`src/rtl/pipelined_left_rotator.sv`:
```
// pipelined_left_rotator
// Elastic left rotator / logical left shifter. There is one register stage per
// amount bit. Stage k moves the word by 2^k when amount bit k is set. The
// amount and the mode travel with the data, so every stage decides locally.
//
// Handshake rule (both sides): a transfer happens on a rising edge where
// valid && ready are both high. A producer must hold valid and its payload
// stable until that edge. The result side keeps out_valid/out_data stable
// while out_valid && !out_ready.
module pipelined_left_rotator #(
    parameter int WIDTH = 8,
    localparam int AMT_W = $clog2(WIDTH)
) (
    input  logic             clk,
    input  logic             reset,
    input  logic             in_valid,
    output logic             in_ready,
    input  logic [WIDTH-1:0] in_data,
    input  logic [AMT_W-1:0] in_amt,
    input  logic             in_mode,
    output logic             out_valid,
    input  logic             out_ready,
    output logic [WIDTH-1:0] out_data
);

    // Stage registers S0..S(AMT_W-1); the last one is the output register
    logic             r_v [AMT_W];
    logic [WIDTH-1:0] r_d [AMT_W];
    logic [AMT_W-1:0] r_a [AMT_W];
    logic             r_m [AMT_W];

    // Per-stage load enables and the values each stage would load
    logic [AMT_W-1:0] w_en;
    logic             w_src_v [AMT_W];
    logic [WIDTH-1:0] w_src_d [AMT_W];
    logic [AMT_W-1:0] w_src_a [AMT_W];
    logic             w_src_m [AMT_W];
    logic [WIDTH-1:0] w_rot   [AMT_W];
    logic [WIDTH-1:0] w_shl   [AMT_W];
    logic [WIDTH-1:0] w_nxt_d [AMT_W];

    // Per-stage datapath: pick the source, then apply this stage's fixed 2^k move
    for (genvar k = 0; k < AMT_W; k++) begin : g_stage
        localparam int S = 1 << k;

        if (k == 0) begin : g_first
            assign w_src_v[k] = in_valid;
            assign w_src_d[k] = in_data;
            assign w_src_a[k] = in_amt;
            assign w_src_m[k] = in_mode;
        end else begin : g_next
            assign w_src_v[k] = r_v[k-1];
            assign w_src_d[k] = r_d[k-1];
            assign w_src_a[k] = r_a[k-1];
            assign w_src_m[k] = r_m[k-1];
        end

        // Rotate wraps the top S bits into the bottom; shift zero-fills them
        assign w_rot[k]   = {w_src_d[k][WIDTH-1-S:0], w_src_d[k][WIDTH-1:WIDTH-S]};
        assign w_shl[k]   = {w_src_d[k][WIDTH-1-S:0], {S{1'b0}}};
        assign w_nxt_d[k] = !w_src_a[k][k] ? w_src_d[k]
                          : (w_src_m[k] ? w_shl[k] : w_rot[k]);
    end

    // Enable chain: a stage may load if it or any later stage holds a bubble,
    // or the consumer takes the output. Written as a running OR from the output
    // backwards, so no signal depends on itself.
    always_comb begin
        logic w_acc;
        w_en  = '0;
        w_acc = out_ready;
        for (int k = AMT_W - 1; k >= 0; k--) begin
            w_acc   = w_acc || !r_v[k];
            w_en[k] = w_acc;
        end
    end

    // Stage update: clear everything on reset, otherwise load when enabled, else hold
    always_ff @(posedge clk) begin
        if (reset) begin
            for (int k = 0; k < AMT_W; k++) begin
                r_v[k] <= 1'b0;
                r_d[k] <= '0;
                r_a[k] <= '0;
                r_m[k] <= 1'b0;
            end
        end else begin
            for (int k = 0; k < AMT_W; k++) begin
                if (w_en[k]) begin
                    r_v[k] <= w_src_v[k];
                    r_d[k] <= w_nxt_d[k];
                    r_a[k] <= w_src_a[k];
                    r_m[k] <= w_src_m[k];
                end
            end
        end
    end

    assign in_ready  = w_en[0];
    assign out_valid = r_v[AMT_W-1];
    assign out_data  = r_d[AMT_W-1];

endmodule

```
`config.mk`:
```
export PLATFORM = sky130hd
export DESIGN_NAME = pipelined_left_rotator
export DESIGN_NICKNAME = d
export VERILOG_FILES = /design/src/rtl/pipelined_left_rotator.sv
export SDC_FILE = /design/constraint.sdc
export NUM_CORES = 1
export LEC_CHECK = 0
export BUFFER_PORTS_ARGS = -buffer_cell sky130_fd_sc_hd__buf_2
export CORE_MARGIN = 10
export CORE_UTILIZATION = 50
export CTS_CLUSTER_DIAMETER = 40
export DETAILED_ROUTE_END_ITERATION = 6
export PLACE_DENSITY = 0.71
export RECOVER_POWER = 50
export SLEW_MARGIN = 30
export SYNTH_ARGS = -nofsm -noshare
export SYNTH_HDL_FRONTEND = slang
export SYNTH_SLANG_ARGS = --single-unit
```
`constraint.sdc`:
```
create_clock -name clk -period 1.4 [get_ports clk]
set_input_delay 0.07 -clock clk [delete_from_list [all_inputs] [get_ports clk]]
set_output_delay 0.07 -clock clk [all_outputs]
set_load 0.01 [all_outputs]
```
# Yosys cells after proc, flatten, opt, wreduce, memory -nomap -nowiden
# Memory sizes are Yosys's and may differ from the RTL's.
# Cells that the tools add are included.
# Widths: inputs -> output; s select.
[word_totals]
reg_bits = 0
latch_bits = 0
ram_bits = 39
rom_bits = 0
inputBits = 16
output_inout_bits = 10
mem_count = 4
[classes]
addsub = 0
mul = 0
div_mod_pow = 0
order_cmp = 0
n_eq_ne = 0
shifts = 0
n_mux = 29
bitwise = 12
reduce_logical = 6
[mem_list]
columns = ["memory", "words", "width", "rd", "rd_clocked_by_memory_dff", "write_ports", "line", "source"]
rows = [
  ["r_d", 3, 8, 3, 0, 3, "28", "logic [WIDTH-1:0] r_d [AMT_W];"],
  ["r_a", 3, 3, 2, 0, 3, "29", "logic [AMT_W-1:0] r_a [AMT_W];"],
  ["r_m", 3, 1, 2, 0, 3, "30", "logic r_m [AMT_W];"],
  ["r_v", 3, 1, 3, 0, 3, "27", "logic r_v [AMT_W];"],
]
[op_table]
columns = ["operator", "n"]
rows = [
  ["$mux 8", 6],
  ["$mux 1", 18],
  ["$or 1x1->1", 12],
  ["$mux 3", 3],
  ["$mux 4", 1],
  ["$logic_not 1->1", 3],
  ["$logic_or 1x1->1", 3],
  ["$mux 2", 1],
]

# Longest topological paths before layout
# An unclocked memory read counts as a cell.
[depth]
word_depth = 9
mapped_depth = 4
mapped_depth_nobuf = 2

# Worst setup path before layout
# Ideal clock, no wire load.
[synth_path]
path_type = "register -> register"
from = "mem r_v[2][0], in the netlist r_v[0][2]"
to = "mem r_a[0][1] in the netlist's numbering, enable pin"
setup_time_ps = 372
arrival_ps = 1039
required_ps = 1028
path_slack_ps = -11
stages_incl_launch_ff = 3
cell_sequence = "edfxtp_1 nor3b_1 nand3_1"
[synth_rtl]
columns = ["element", "line"]
rows = [
  ["start: declaration", "27"],
  ["end: declaration", "29"],
]

==> run_results.csv <==
group,metric,value,unit
finish,mostFrequentLayoutCell,"edfxtp_1",
clock_tree,cts_root_buf,"clkbuf_4",
place,numPortBuffers,25,
floorplanning,die_w,79.7,µm
timing,clock-skew-final,0.0151,ns
finish,stdcell_count,190,
route,drtIter0Drc,69,
synth,synth_warnings,0,
synth,synth_ff_type,"edfxtp_1",
place,dpl_cell_area,0.00186,mm²
floorplanning,initial_utilization,52.6,%
finish,fin_area,0.00203,mm²
synth,synthArstFlopShare,0,%
finish,antenna_cells,0,
run,max_cap_violations,0,
worst_hold_path,hp-class,"primary input to register",
floorplanning,dieArea,0.00635,mm²
grt,grtUsageMet2,16.7,%
timing,worst_hold_slack,0.0525,ns
worst_setup_path,worstPathMaxFanout,3,
clock_tree,cts.clk_slew.worst_paths,0.10,ns
finish,area_growth,14.1,%
power_and_ir_drop,powerDensity,986,mW/mm²
grt,grt_remaining_overflow,0,
synth,synth-edff-count,32,
finish,fin_nets,159,
run_status,status,"finished clean",
place,place_hpwl,2.01,mm
timing,worstMarginPinSlew,0.558,ns
worst_hold_path,min_to,"r_a[0][2]$_SDFFCE_PN0P_",
power_and_ir_drop,p_leak,0.762,nW
clock_tree,htreeDepth,2,
clock_tree,cts_sinks,32,
grt,grt_use_total,9.99,%
place,place_congestion,0.779,
timing,hold_violations,0,
grt,grt_pass1_vias,1078,
timing,fin_crit,1.36,ns
route,drt-wirelength-per-cell,16.1,µm
synth,avgSynthCellArea,14.9,µm²
synth,synth_cells,120,
clock_tree,worstSkewPairLatency,0.33,ns
place,dp_cells,177,
timing,relSlewSlack,62.8,%
worst_setup_path,cp.required,1.33,ns
timing,finalCritPeriodShare,97.2,%
timing,fmax,735,MHz
route,first_pass_iters,4,
timing,setup_ws,0.0391,ns
grt,grt_busiest_layer,"met2",
power_and_ir_drop,ir_drop,0.544,mV
worst_hold_path,hold_path_startpoint,"in_amt[2]",
route,via_per_inst,5.33,
clock_tree,clock_path_buffers,2,
place,pre_cts_ws,0.0759,ns
grt,gr-usage-met3,3.83,%
route,finalWirelength,3.06,mm
clock_tree,numCtsBuffers,5,
worst_setup_path,r2r_slack,0.04,ns
worst_setup_path,reg2reg_depth,4,
synth,syn_nets,136,
synth,seq_area_frac_synth,53.9,%
grt,grt_first_pass_wirelength,4.94,mm
floorplanning,fp.coreArea,0.00339,mm²
clock_tree,cts_tree,"built",
worst_setup_path,worstSetupPathType,"register to primary output",
synth,synth_seq_cells,32,
timing,finalSetupViolations,0,
worst_setup_path,arrival,1.29,ns
worst_setup_path,r2r_start,"r_v[0][2]$_SDFFCE_PN0P_",
finish,drive_gt1_share,47.9,%
worst_setup_path,end_kind,"primary output",
floorplanning,die_y,79.7,µm
grt,antenna_found_initial,0,
floorplanning,io_pins,26,
synth,yosysUniqueCellTypes,18,
power_and_ir_drop,fin_total_pwr,2.01,mW
worst_setup_path,r2r_end,"r_v[0][1]$_SDFFCE_PN0P_",
grt,grt_max_degree,33,
worst_setup_path,worst_setup_path_start_kind,"register",
synth,synth_area,0.00178,mm²
grt,grtUsageMet1,10.4,%
floorplanning,rows,21,
route,postRouteAntennaNets,0,
timing,rsz0062_at_grt,"yes",
route,drcViolationCount,0,
worst_hold_path,hold_path_depth,2,
finish,layout_common_cells,"edfxtp_1, mux2i_1, buf_2",
route,num_vias,1013,
timing,final-max-slew-violation-count,0,
==> metrics by stage <==
| stage | utilization (%) | setup TNS, ns |
|---|---|---|
| 2_1_floorplan | - | 0 |
| 3_3_place_gp | 54.7 | 0 |
| 3_5_place_dp | 54.7 | 0 |
| 4_1_cts | 58.1 | 0 |
| 5_1_grt | 60.0 | -0.602 |
| 6_report | 60.0 | 0 |
==> cell usage after synthesis, types with 2 or more instances <==
cell,instances,share of area (%)
mux2i_1,17,9.5
inv_1,2,0.42
nand2b_1,7,2.5
buf_2,5,1.4
nor3_2,15,8.4
buf_4,8,3.4
buf_12,3,3.4
nor3_4,2,1.8
clkbuf_2,2,0.56
nor3b_2,5,3.5
edfxtp_1,32,54
nor3b_1,4,1.7
nand3b_1,7,2.9
a211oi_2,7,4.9
==> report_power, final <==
part / switching [mW] / internal (mW)
clock: 0.310 / 0.374
sequential: 0.0331 / 1.10
combinational: 0.0930 / 0.0927
==> cell families after synthesis <==
group                  share of synthesized area, %
AO/OA/AOI/OAI                                  4.91
buffers and inverters                          9.75
flip-flops                                     53.9
multiplexers                                   9.54
AND/OR/NAND/NOR                                21.9
==> worst max path at each step <==
stage                       startpoint                       to  slack (ns)  cells after the start
3_5_place_dp   r_v[0][2]$_SDFFCE_PN0P_  r_d[0][4]$_SDFFCE_PN0P_        0.08                      3
3_3_place_gp   r_v[0][2]$_SDFFCE_PN0P_  r_d[0][6]$_SDFFCE_PN0P_        0.12                      3
2_1_floorplan  r_v[0][2]$_SDFFCE_PN0P_  r_a[0][5]$_SDFFCE_PN0P_        0.06                      2
5_1_grt        r_v[0][2]$_SDFFCE_PN0P_                 in_ready       -0.04                      4
4_1_cts        r_v[0][2]$_SDFFCE_PN0P_                 in_ready        0.02                      4
6_report       r_v[0][2]$_SDFFCE_PN0P_                 in_ready        0.04                      4
==> cell type report <==
cell class                 instances  area [µm²]
timing repair buffer              35         231
inverter                           2        12.5
tap                               46        57.6
clock inverter                     2        35.0
clock buffer                       6        41.3
multi-input combinational         67         696
sequential                        32         961
fill                             272        1360
==> registers in the layout, summed over array words and instances (netlist names) <==
name,count
r_v,3
r_a,3
r_d,24
r_m,2
==> per-layer routing <==
layer | share of wire, % | routed length (µm)
met1 | 41 | 1270
met2 | 50 | 1530
met3 | 6.3 | 192
met4 | 2.3 | 70
met5 | 0 | 0
==> what timing repair did <==
action / CTS / global route
hold buffers: 0 / 0
buffers inserted: 4 / 0
endpoints found under the setup margin: 1 / 19
pin swaps: 1 / 1
resized for setup: 2 / 10
cloned: 0 / 1
==> critical path, cell delays in order (launching register included) <==
cell and delay [ns]:
edfxtp_1 0.44, and4b_2 0.28, buf_8 0.13, clkinv_4 0.03, buf_6 0.08
No activity file was read; power rests on OpenSTA's default activity.
